**src/rtl/wavegen_sequencer_if.sv**
```systemverilog
// AHB-Lite slave-side bus bundle for the wgen pulse sequencer.
// master drives the request; slave returns ready, data and response.
interface wavegen_sequencer_if;
  logic        HSEL;
  logic [31:0] HADDR;
  logic [1:0]  HTRANS;
  logic [2:0]  HSIZE;
  logic [3:0]  HPROT;
  logic        HWRITE;
  logic [31:0] HWDATA;
  logic        HREADY;
  logic        HREADYOUT;
  logic [31:0] HRDATA;
  logic        HRESP;

  modport master (
    output HSEL, HADDR, HTRANS, HSIZE,
    output HPROT, HWRITE, HWDATA, HREADY,
    input  HREADYOUT, HRDATA, HRESP
  );

  modport slave (
    input  HSEL, HADDR, HTRANS, HSIZE,
    input  HPROT, HWRITE, HWDATA, HREADY,
    output HREADYOUT, HRDATA, HRESP
  );
endinterface

```
**src/rtl/wavegen_sequencer.sv**
```systemverilog
// Autonomous wgen pulse-train generator on AHB-Lite.
// Software sets HIGH/LOW/NPULSE and starts; irq on finite completion.
module wavegen_sequencer #(
  parameter int CNT_W = 16,
  parameter int NP_W  = 16
) (
  input  logic HCLK,
  input  logic HRESET,
  wavegen_sequencer_if.slave bus,
  output logic wgen,
  output logic irq
);

  typedef enum logic [1:0] {
    IDLE,
    HI,
    LO
  } state_t;

  state_t state_q, state_d;

  logic             act_q;
  logic             wr_q;
  logic [2:0]       addr_q;

  logic             cont_q, cont_d;
  logic             irq_en_q, irq_en_d;
  logic [CNT_W-1:0] high_q, high_d;
  logic [CNT_W-1:0] low_q, low_d;
  logic [NP_W-1:0]  np_q, np_d;

  logic [CNT_W-1:0] cnt_q, cnt_d;
  logic [NP_W-1:0]  rem_q, rem_d;
  logic             wgen_d;
  logic             done_q, done_d;
  logic             irq_d;

  logic             wr_en;
  logic             sel_ctrl, sel_high, sel_low;
  logic             sel_np, sel_stat;
  logic             start_w, stop_w;
  logic             busy;
  logic [CNT_W-1:0] hi_load, lo_load;
  logic [31:0]      stat_w;
  logic             unused_ok;

  assign bus.HREADYOUT = 1'b1;
  assign bus.HRESP     = 1'b0;

  assign unused_ok = ^{bus.HSIZE, bus.HPROT,
                       bus.HADDR, bus.HTRANS,
                       bus.HWDATA};

  assign sel_ctrl = (addr_q == 3'd0);
  assign sel_high = (addr_q == 3'd1);
  assign sel_low  = (addr_q == 3'd2);
  assign sel_np   = (addr_q == 3'd3);
  assign sel_stat = (addr_q == 3'd4);

  assign wr_en   = act_q & wr_q & bus.HREADY;
  assign start_w = wr_en & sel_ctrl & bus.HWDATA[0];
  assign stop_w  = wr_en & sel_ctrl & bus.HWDATA[2];
  assign busy    = (state_q != IDLE);

  // a zero duration still lasts one cycle
  assign hi_load = (high_q == '0) ? '0
                 : high_q - CNT_W'(1);
  assign lo_load = (low_q == '0) ? '0
                 : low_q - CNT_W'(1);

  always_ff @(posedge HCLK or posedge HRESET) begin
    if (HRESET) begin
      act_q  <= 1'b0;
      wr_q   <= 1'b0;
      addr_q <= '0;
    end else if (bus.HREADY) begin
      act_q  <= bus.HSEL & bus.HTRANS[1];
      wr_q   <= bus.HWRITE;
      addr_q <= bus.HADDR[4:2];
    end
  end

  always_ff @(posedge HCLK or posedge HRESET) begin
    if (HRESET) begin
      state_q <= IDLE;
    end else begin
      state_q <= state_d;
    end
  end

  always_ff @(posedge HCLK or posedge HRESET) begin
    if (HRESET) begin
      cont_q   <= 1'b0;
      irq_en_q <= 1'b0;
      high_q   <= '0;
      low_q    <= '0;
      np_q     <= '0;
      cnt_q    <= '0;
      rem_q    <= '0;
      wgen     <= 1'b0;
      done_q   <= 1'b0;
      irq      <= 1'b0;
    end else begin
      cont_q   <= cont_d;
      irq_en_q <= irq_en_d;
      high_q   <= high_d;
      low_q    <= low_d;
      np_q     <= np_d;
      cnt_q    <= cnt_d;
      rem_q    <= rem_d;
      wgen     <= wgen_d;
      done_q   <= done_d;
      irq      <= irq_d;
    end
  end

  always_comb begin
    cont_d   = cont_q;
    irq_en_d = irq_en_q;
    high_d   = high_q;
    low_d    = low_q;
    np_d     = np_q;
    if (wr_en) begin
      unique case (1'b1)
        sel_ctrl: begin
          cont_d   = bus.HWDATA[1];
          irq_en_d = bus.HWDATA[3];
        end
        sel_high: high_d = bus.HWDATA[CNT_W-1:0];
        sel_low:  low_d  = bus.HWDATA[CNT_W-1:0];
        sel_np:   np_d   = bus.HWDATA[NP_W-1:0];
        default: ;
      endcase
    end
  end

  always_comb begin
    state_d = state_q;
    wgen_d  = wgen;
    cnt_d   = cnt_q;
    rem_d   = rem_q;
    done_d  = done_q;

    if (wr_en & sel_stat & bus.HWDATA[1]) begin
      done_d = 1'b0;
    end

    unique case (state_q)
      IDLE: begin
        if (start_w && !stop_w &&
            (cont_d || np_q != '0)) begin
          state_d = HI;
          wgen_d  = 1'b1;
          cnt_d   = hi_load;
          rem_d   = np_q;
          done_d  = 1'b0;
        end
      end
      HI: begin
        if (cnt_q == '0) begin
          state_d = LO;
          wgen_d  = 1'b0;
          cnt_d   = lo_load;
        end else begin
          cnt_d = cnt_q - CNT_W'(1);
        end
      end
      LO: begin
        if (cnt_q != '0) begin
          cnt_d = cnt_q - CNT_W'(1);
        end else if (cont_q) begin
          state_d = HI;
          wgen_d  = 1'b1;
          cnt_d   = hi_load;
        end else if (rem_q <= NP_W'(1)) begin
          // rem==0 here only if CONT was cleared
          state_d = IDLE;
          rem_d   = '0;
          done_d  = 1'b1;
        end else begin
          state_d = HI;
          wgen_d  = 1'b1;
          cnt_d   = hi_load;
          rem_d   = rem_q - NP_W'(1);
        end
      end
      default: begin
        state_d = IDLE;
        wgen_d  = 1'b0;
      end
    endcase

    if (stop_w) begin
      state_d = IDLE;
      wgen_d  = 1'b0;
      cnt_d   = '0;
      rem_d   = '0;
    end

    irq_d = done_d & irq_en_d;
  end

  always_comb begin
    stat_w            = '0;
    stat_w[0]         = busy;
    stat_w[1]         = done_q;
    stat_w[16 +: NP_W] = rem_q;
  end

  always_comb begin
    bus.HRDATA = '0;
    unique case (1'b1)
      sel_ctrl: bus.HRDATA = {28'd0, irq_en_q,
                              1'b0, cont_q, 1'b0};
      sel_high: bus.HRDATA = 32'(high_q);
      sel_low:  bus.HRDATA = 32'(low_q);
      sel_np:   bus.HRDATA = 32'(np_q);
      sel_stat: bus.HRDATA = stat_w;
      default:  bus.HRDATA = '0;
    endcase
  end

endmodule
```
**src/flat_wrapper.sv**
```systemverilog
// flat-port wrapper written by rule: the top's interface ports become plain ports
module wavegen_sequencer_flat 
#(
  parameter int CNT_W = 16,
  parameter int NP_W  = 16
)
  (HCLK, HRESET, wgen, irq, bus_HSEL, bus_HADDR, bus_HTRANS, bus_HSIZE, bus_HPROT, bus_HWRITE, bus_HWDATA, bus_HREADY, bus_HREADYOUT, bus_HRDATA, bus_HRESP);
  wavegen_sequencer_if bus_i ();
  input  logic HCLK;
  input  logic HRESET;
  output logic wgen;
  output logic irq;
  input wire logic [$bits(bus_i.HSEL)-1:0] bus_HSEL;
  input wire logic [$bits(bus_i.HADDR)-1:0] bus_HADDR;
  input wire logic [$bits(bus_i.HTRANS)-1:0] bus_HTRANS;
  input wire logic [$bits(bus_i.HSIZE)-1:0] bus_HSIZE;
  input wire logic [$bits(bus_i.HPROT)-1:0] bus_HPROT;
  input wire logic [$bits(bus_i.HWRITE)-1:0] bus_HWRITE;
  input wire logic [$bits(bus_i.HWDATA)-1:0] bus_HWDATA;
  input wire logic [$bits(bus_i.HREADY)-1:0] bus_HREADY;
  output wire logic [$bits(bus_i.HREADYOUT)-1:0] bus_HREADYOUT;
  output wire logic [$bits(bus_i.HRDATA)-1:0] bus_HRDATA;
  output wire logic [$bits(bus_i.HRESP)-1:0] bus_HRESP;
  assign bus_i.HSEL = bus_HSEL;
  assign bus_i.HADDR = bus_HADDR;
  assign bus_i.HTRANS = bus_HTRANS;
  assign bus_i.HSIZE = bus_HSIZE;
  assign bus_i.HPROT = bus_HPROT;
  assign bus_i.HWRITE = bus_HWRITE;
  assign bus_i.HWDATA = bus_HWDATA;
  assign bus_i.HREADY = bus_HREADY;
  assign bus_HREADYOUT = bus_i.HREADYOUT;
  assign bus_HRDATA = bus_i.HRDATA;
  assign bus_HRESP = bus_i.HRESP;
  wavegen_sequencer #(.CNT_W(CNT_W), .NP_W(NP_W)) u_core (.HCLK(HCLK), .HRESET(HRESET), .bus(bus_i), .wgen(wgen), .irq(irq));
endmodule
```
**config.mk**
```make
export PLATFORM = sky130hd
export DESIGN_NAME = wavegen_sequencer_flat
export DESIGN_NICKNAME = d
export VERILOG_FILES = /design/src/rtl/wavegen_sequencer_if.sv /design/src/rtl/wavegen_sequencer.sv /design/src/flat_wrapper.sv
export SDC_FILE = /design/constraint.sdc
export NUM_CORES = 1
export LEC_CHECK = 0
export CORE_ASPECT_RATIO = 0.7
export CORE_MARGIN = 2
export CORE_UTILIZATION = 35
export CTS_CLUSTER_DIAMETER = 40
export DETAILED_ROUTE_END_ITERATION = 16
export RECOVER_POWER = 100
export SETUP_SLACK_MARGIN = 0.2
export SLEW_MARGIN = 30
export SYNTH_ARGS = -nofsm -noshare
export SYNTH_HDL_FRONTEND = slang
export SYNTH_SLANG_ARGS = --single-unit
```
**constraint.sdc**
```tcl
create_clock -name HCLK -period 8.2 [get_ports HCLK]
set_clock_uncertainty 0.1 [all_clocks]
set_input_delay 2.46 -clock HCLK [delete_from_list [all_inputs] [get_ports HCLK]]
set_output_delay 2.46 -clock HCLK [all_outputs]
set_load 0.01 [all_outputs]
```
==> run summary, run 1 <==
status - complete, no violations
Initial Util - 36.1%
Slew HR - 3.85%
Seq cells post-synth - 92
Worst-path clk slew - 0.07 ns
Max Root-Sink Buffers - 2
Syn. warnings - 0
final hold violation count - 0
CTS tree - done
Routed WL per cell - 21.0 µm
Final GP Congestion - 0.933
Die Width - 163 µm
largest net degree at the start of global routing - 64
FF/Latch Area - 0.00230 mm²
Root Buffer - clkbuf_16
post_cts resized - 0
DR pass1 iterations - 5
leakage - 3.06 nW
pwr/cell area - 330 mW/mm²
top_reg_cell synth - dfrtp_1
unrepaired setup endpoints after global routing - false
fraction of layout instances using a drive strength above 1 - 15.0%
initial antenna violation count - 0
CP Launch Type - flip-flop
Layout area overhead - 16.4%
Final Cycle Share - 71.4%
IO Count - 114
vias in the first global route - 5496
Post-synth EDFFs - 0
clk sinks - 92
Core ar. - 0.0173 mm²
Residual DRC - 0
WP data required - 5.64 ns
ANT cells - 0
Crit. End Element - output port
Cell Area, Synth - 0.00623 mm²
Congestion Overflow GR - 0
critical path arrival - 3.29 ns
worst setup path class - flip-flop to output port
port bufs - 58
Slew Limit Fails - 0
total power - 2.39 mW
std cell rows - 40
vias per inst - 6.03
CTS H-tree depth - 3
register area share after synthesis - 37.0%
fin crit period - 5.85 ns
post-route ant nets - 0
Worst Max-Slew Pin Slew - 1.44 ns
peak supply drop - 0.140 mV
final wirelength - 19900 µm
syn_nets - 770
die height - 116 µm
CP Max Fanout - 22
postcts setup bufs - 0
multi-input logic area - 0.00364 mm²
Hold Crit Class - flip-flop to flip-flop
fin nets - 804
setup_tns - 0 ns
gr usage total - 21.8%
Netlist cell types - 73
Mean Syn Cell Area - 9.16 µm²
fillers - 1682
Vias - 5732
MaxCap Viol Count - 0
post-DP HPWL - 14700 µm
first-pass GRT wire length - 31900 µm
cts hold-fix bufs - 0
clock latency on the worst-skew pair - 0.36 ns
1st-iter DRT viols - 567
Final Setup Violations - 0
die area - 0.0189 mm²
CTS Buf Count - 9
synthesized instance count - 680
Fmax - 0.171 GHz
Post-synth ARST share - 100%
state kept, by name, summed over array words and instances, names as in the netlist, 2 cells and up:
| register | count |
|---|---|
| u_core.addr_q | 3 |
| u_core.cnt_q | 16 |
| u_core.high_q | 16 |
| u_core.low_q | 16 |
| u_core.np_q | 16 |
| u_core.rem_q | 16 |
| u_core.state_q | 2 |
placed cells by master (no fill, tap or decap), drive strengths merged, types with 7 or more instances in the layout:
| cell type | count |
|---|---|
| inv | 27 |
| o21ai | 69 |
| xor2 | 21 |
| xnor2 | 9 |
| mux2 | 63 |
| a31oi | 11 |
| nor2 | 61 |
| a22oi | 19 |
| or3 | 8 |
| dlygate4sd3 | 35 |
| nand2 | 26 |
| nor3 | 28 |
| nor4 | 18 |
| and3 | 15 |
| dfrtp | 92 |
| nand3 | 22 |
| a32oi | 7 |
| nand4 | 9 |
| a21oi | 32 |
| nor3b | 9 |
| o31ai | 10 |
| ha | 12 |
| clkbuf | 11 |
| clkdlybuf4s50 | 23 |
critical path, cell delays in order (launching register included):
cell	delay (ns)
dfrtp_1	0.71
nor2b_1	1.15
a22oi_1	0.26
nor2_1	0.18
dlygate4sd3_1	0.63
final timing paths:
| kind | start | end | slack, ns | cells after the start |
|---|---|---|---|---|
| hold / removal | u_core.rem_q[15] | u_core.rem_q[15] | 0.41 | 2 |
| setup / recovery | u_core.addr_q[0] | bus_HRDATA[13] | 2.35 | 4 |
| hold reg to reg | u_core.rem_q[15] | u_core.rem_q[15] | 0.41 | 2 |
| max in group asynchronous | HRESET | u_core.state_q[1] | 3.83 | 3 |
| min in group asynchronous | HRESET | u_core.high_q[12] | 2.75 | 2 |
| setup reg to reg | u_core.addr_q[0] | u_core.rem_q[13] | 4.04 | 6 |
power by group:
group	switching [mW]	leakage (nW)	internal, mW
logic	0.744	1.72	0.456
registers	0.184	1.19	0.585
clock network	0.207	0.145	0.215
metal layers:
metal | global-route usage (%) | share of wire (%) | vias to the layer above
li1 | - | - | 2606
met1 | 33.7 | 49 | 2869
met2 | 30.9 | 41 | 238
met3 | 4.83 | 8.1 | 19
met4 | 4.78 | 1.0 | 0
met5 | 0 | 0 | -
cell families after synthesis:
family                   count (synthesis)  synth area share, %
XOR/XNOR                                30                 4.22
multiplexers                            68                 12.6
AND/OR/NAND/NOR                        227                 19.9
other                                    2                0.121
adder cells (fa/ha/maj)                 12                 2.41
AO/OA/AOI/OAI                          183                 19.2
buffers and inverters                   66                 4.50
flip-flops                              92                 37.0
synthesized netlist by cell type (all sizes together), types with 6 or more instances:
master | count | area [µm²]
dfrtp | 92 | 2300
o21ai | 69 | 357
mux2 | 63 | 709
nor2 | 61 | 245
a21oi | 32 | 160
clkbuf | 29 | 109
nor3 | 28 | 145
nand2 | 26 | 100
inv | 23 | 86.3
nand3 | 22 | 110
xor2 | 21 | 184
a22oi | 19 | 143
nor4 | 18 | 138
and3 | 15 | 93.8
buf | 14 | 85.1
ha | 12 | 150
a31oi | 11 | 68.8
o31ai | 10 | 80.1
nand4 | 9 | 56.3
nor3b | 9 | 67.6
xnor2 | 9 | 78.8
or3 | 8 | 50.1
a32oi | 7 | 61.3
or4 | 6 | 48.8
metrics by stage:
step	utilization, %	instances	area (µm²)	worst slack (ns)	hold slack (ns)
4_1_cts	42.1	950	7270	2.52	0.420
3_5_place_dp	40.4	934	6970	2.70	0.404
6_report	42.0	950	7240	2.35	0.411
2_1_floorplan	-	680	6230	3.25	0.378
5_1_grt	42.0	950	7240	2.17	0.453
3_3_place_gp	40.4	934	6970	2.75	0.396
area by class of cell:
type                    count  area share, %
clock buffers               9           3.11
clock inverters             7          0.915
repair buffers             66           8.74
multi-input cells         522           50.3
well taps                 231           3.99
flip-flops and latches     92           31.8
inverters                  23           1.21
(Power assumes the default switching activity.)
==> run 2: changes to the inputs <==
==> constraint.sdc (replaced) <==
create_clock -name HCLK -period 5.35 [get_ports HCLK]
set_clock_uncertainty 0.1 [all_clocks]
set_input_delay 1.605 -clock HCLK [delete_from_list [all_inputs] [get_ports HCLK]]
set_output_delay 1.605 -clock HCLK [all_outputs]
set_load 0.01 [all_outputs]
==> run summary, run 2 (synthesis gave the netlist of run 1 again) <==
status - complete, no violations (unchanged)
gr usage total - 21.8% (about the same)
clk sinks - 92 (unchanged)
ANT cells - 0 (unchanged)
peak supply drop - 0.217 mV (was 0.140 mV)
Root Buffer - clkbuf_16 (unchanged)
setup_tns - 0 ns (unchanged)
utilization after layout - 42.3% (was 42.0%)
1st-iter DRT viols - 491 (was 567)
pwr/cell area - 511 mW/mm² (was 330 mW/mm²)
WP data required - 3.65 ns (was 5.64 ns)
post-route ant nets - 0 (unchanged)
Critical Path Source - u_core.addr_q[0] (unchanged)
unrepaired setup endpoints after global routing - false (unchanged)
Crit. End Element - output port (unchanged)
die height - 116 µm (unchanged)
Worst-path clk slew - 0.07 ns (about the same)
final hold violation count - 0 (unchanged)
post-DP HPWL - 14800 µm (was 14700 µm)
Hold Crit Start - u_core.rem_q[15] (unchanged)
reg-to-reg startpoint - u_core.addr_q[0] (unchanged)
commonest non-fill, non-tap cells in the layout - 91 x dfrtp_1, 63 x mux2_2, 59 x nor2_1 (was 92 x dfrtp_1, 63 x mux2_2, 59 x nor2_1)
Fmax - 0.215 GHz
Final Setup Violations - 0 (unchanged)
CTS Buf Count - 9 (unchanged)
Routed WL per cell - 20.9 µm (was 21.0 µm)
Initial Util - 36.1% (unchanged)
CP Max Fanout - 21 (was 22)
Residual DRC - 0 (unchanged)
CTS H-tree depth - 3 (unchanged)
fin crit period - 4.65 ns
Largest stage delay, worst path - 0.87 ns (was 1.15 ns)
Die Width - 163 µm (unchanged)
Crit-path slowest cell - clkbuf_1 (was nor2b_1)
clock latency on the worst-skew pair - 0.36 ns (about the same)
fraction of layout instances using a drive strength above 1 - 15.3% (was 15.0%)
most common cell after layout, fill and taps aside - dfrtp_1 (unchanged)
DR pass1 iterations - 6 (was 5)
MaxCap Viol Count - 0 (unchanged)
initial antenna violation count - 0 (unchanged)
total power - 3.73 mW (was 2.39 mW)
Worst Max-Slew Pin Slew - 1.37 ns (was 1.44 ns)
Cell Chain, Critical Path - clkbuf_1, mux4_2, nor2b_1, dlygate4sd3_1 (was nor2b_1, a22oi_1, nor2_1, dlygate4sd3_1)
Final GP Congestion - 0.913 (was 0.933)
fin nets - 809 (was 804)
leakage - 3.07 nW (was 3.06 nW)
postcts setup bufs - 0 (unchanged)
vias per inst - 6.07 (was 6.03)
Vias - 5793 (was 5732)
Layout area overhead - 17.4% (was 16.4%)
IO Count - 114 (unchanged)
CP Launch Type - flip-flop (unchanged)
Congestion Overflow GR - 0 (unchanged)
cts hold-fix bufs - 0 (unchanged)
largest net degree at the start of global routing - 36 (was 64)
Slew HR - 8.31% (was 3.85%)
Slew Limit Fails - 0 (unchanged)
CTS tree - done (unchanged)
Max Root-Sink Buffers - 2 (unchanged)
Hold Crit Class - flip-flop to flip-flop (unchanged)
die area - 0.0189 mm² (unchanged)
first-pass GRT wire length - 31600 µm (was 31900 µm)
vias in the first global route - 5529 (was 5496)
final wirelength - 19900 µm (about the same)
std cell rows - 40 (unchanged)
Core ar. - 0.0173 mm² (unchanged)
worst setup path class - flip-flop to output port (unchanged)
port bufs - 58 (unchanged)
critical path arrival - 2.95 ns (was 3.29 ns)
Final Cycle Share - 87.0%
post_cts resized - 0 (unchanged)
run 2: cell count changes in the layout (fill, tap and decap cells not counted), sizes merged:
cell,change
clkbuf,+4
buf,+2
bufinv,+2
clkinv,-2
inv,-2
clkdlybuf4s50,+1
clkinvlp,+1
dlygate4sd3,-1
run 2: per-stage QoR:
step | setup WS [ns] | cells | instance area, µm² | hold slack [ns]
after CTS | 0.927 | 955 | 7330 | 0.424
after global routing | 0.566 | 955 | 7310 | 0.442
after detailed placement | 1.03 | 939 | 7010 | 0.407
after floorplan | 1.25 | 680 | 6230 | 0.378
final | 0.696 | 955 | 7310 | 0.416
after global placement | 1.07 | 939 | 7010 | 0.397
run 2: critical path, delay by kind of cell (launching register included):
| kind | cells | cell delay [ns] |
|---|---|---|
| buf+inv | 2 | 1.49 |
| flops | 1 | 0.35 |
| mux | 1 | 0.61 |
| simple gates | 1 | 0.14 |
run 2: layer usage:
| layer | track usage (%) | wire length, µm |
|---|---|---|
| met4 | 5.07 | 227 |
| met1 | 32.5 | 9780 |
| met5 | 0 | 0 |
| met3 | 5.55 | 1690 |
| met2 | 31.4 | 8240 |
run 2: worst paths after layout:
path                            cells past startpoint                to  slack, ns
worst max-delay path                                4     bus_HRDATA[3]       0.70
worst min-delay path                                2  u_core.rem_q[15]       0.42
worst max register to register                      9   u_core.rem_q[4]       1.49
worst min register to register                      2  u_core.rem_q[15]       0.42
max in group asynchronous                           3  u_core.addr_q[2]       2.24
min in group asynchronous                           2  u_core.low_q[10]       1.86
run 2: layout make-up:
| cell class | instances | area (µm²) |
|---|---|---|
| fill | 1697 | 9960 |
| multi-input combinational | 522 | 3650 |
| sequential | 92 | 2300 |
| timing repair buffer | 71 | 659 |
| tap | 231 | 289 |
| clock buffer | 10 | 229 |
| clock inverter | 6 | 93.8 |
| inverter | 23 | 87.6 |
run 2: report_power, final:
group	switching [mW]	total (mW)	leakage, nW	internal (mW)
Sequential	0.288	1.19	1.19	0.898
Combinational	1.14	1.83	1.73	0.696
Clock	0.299	0.714	0.154	0.415
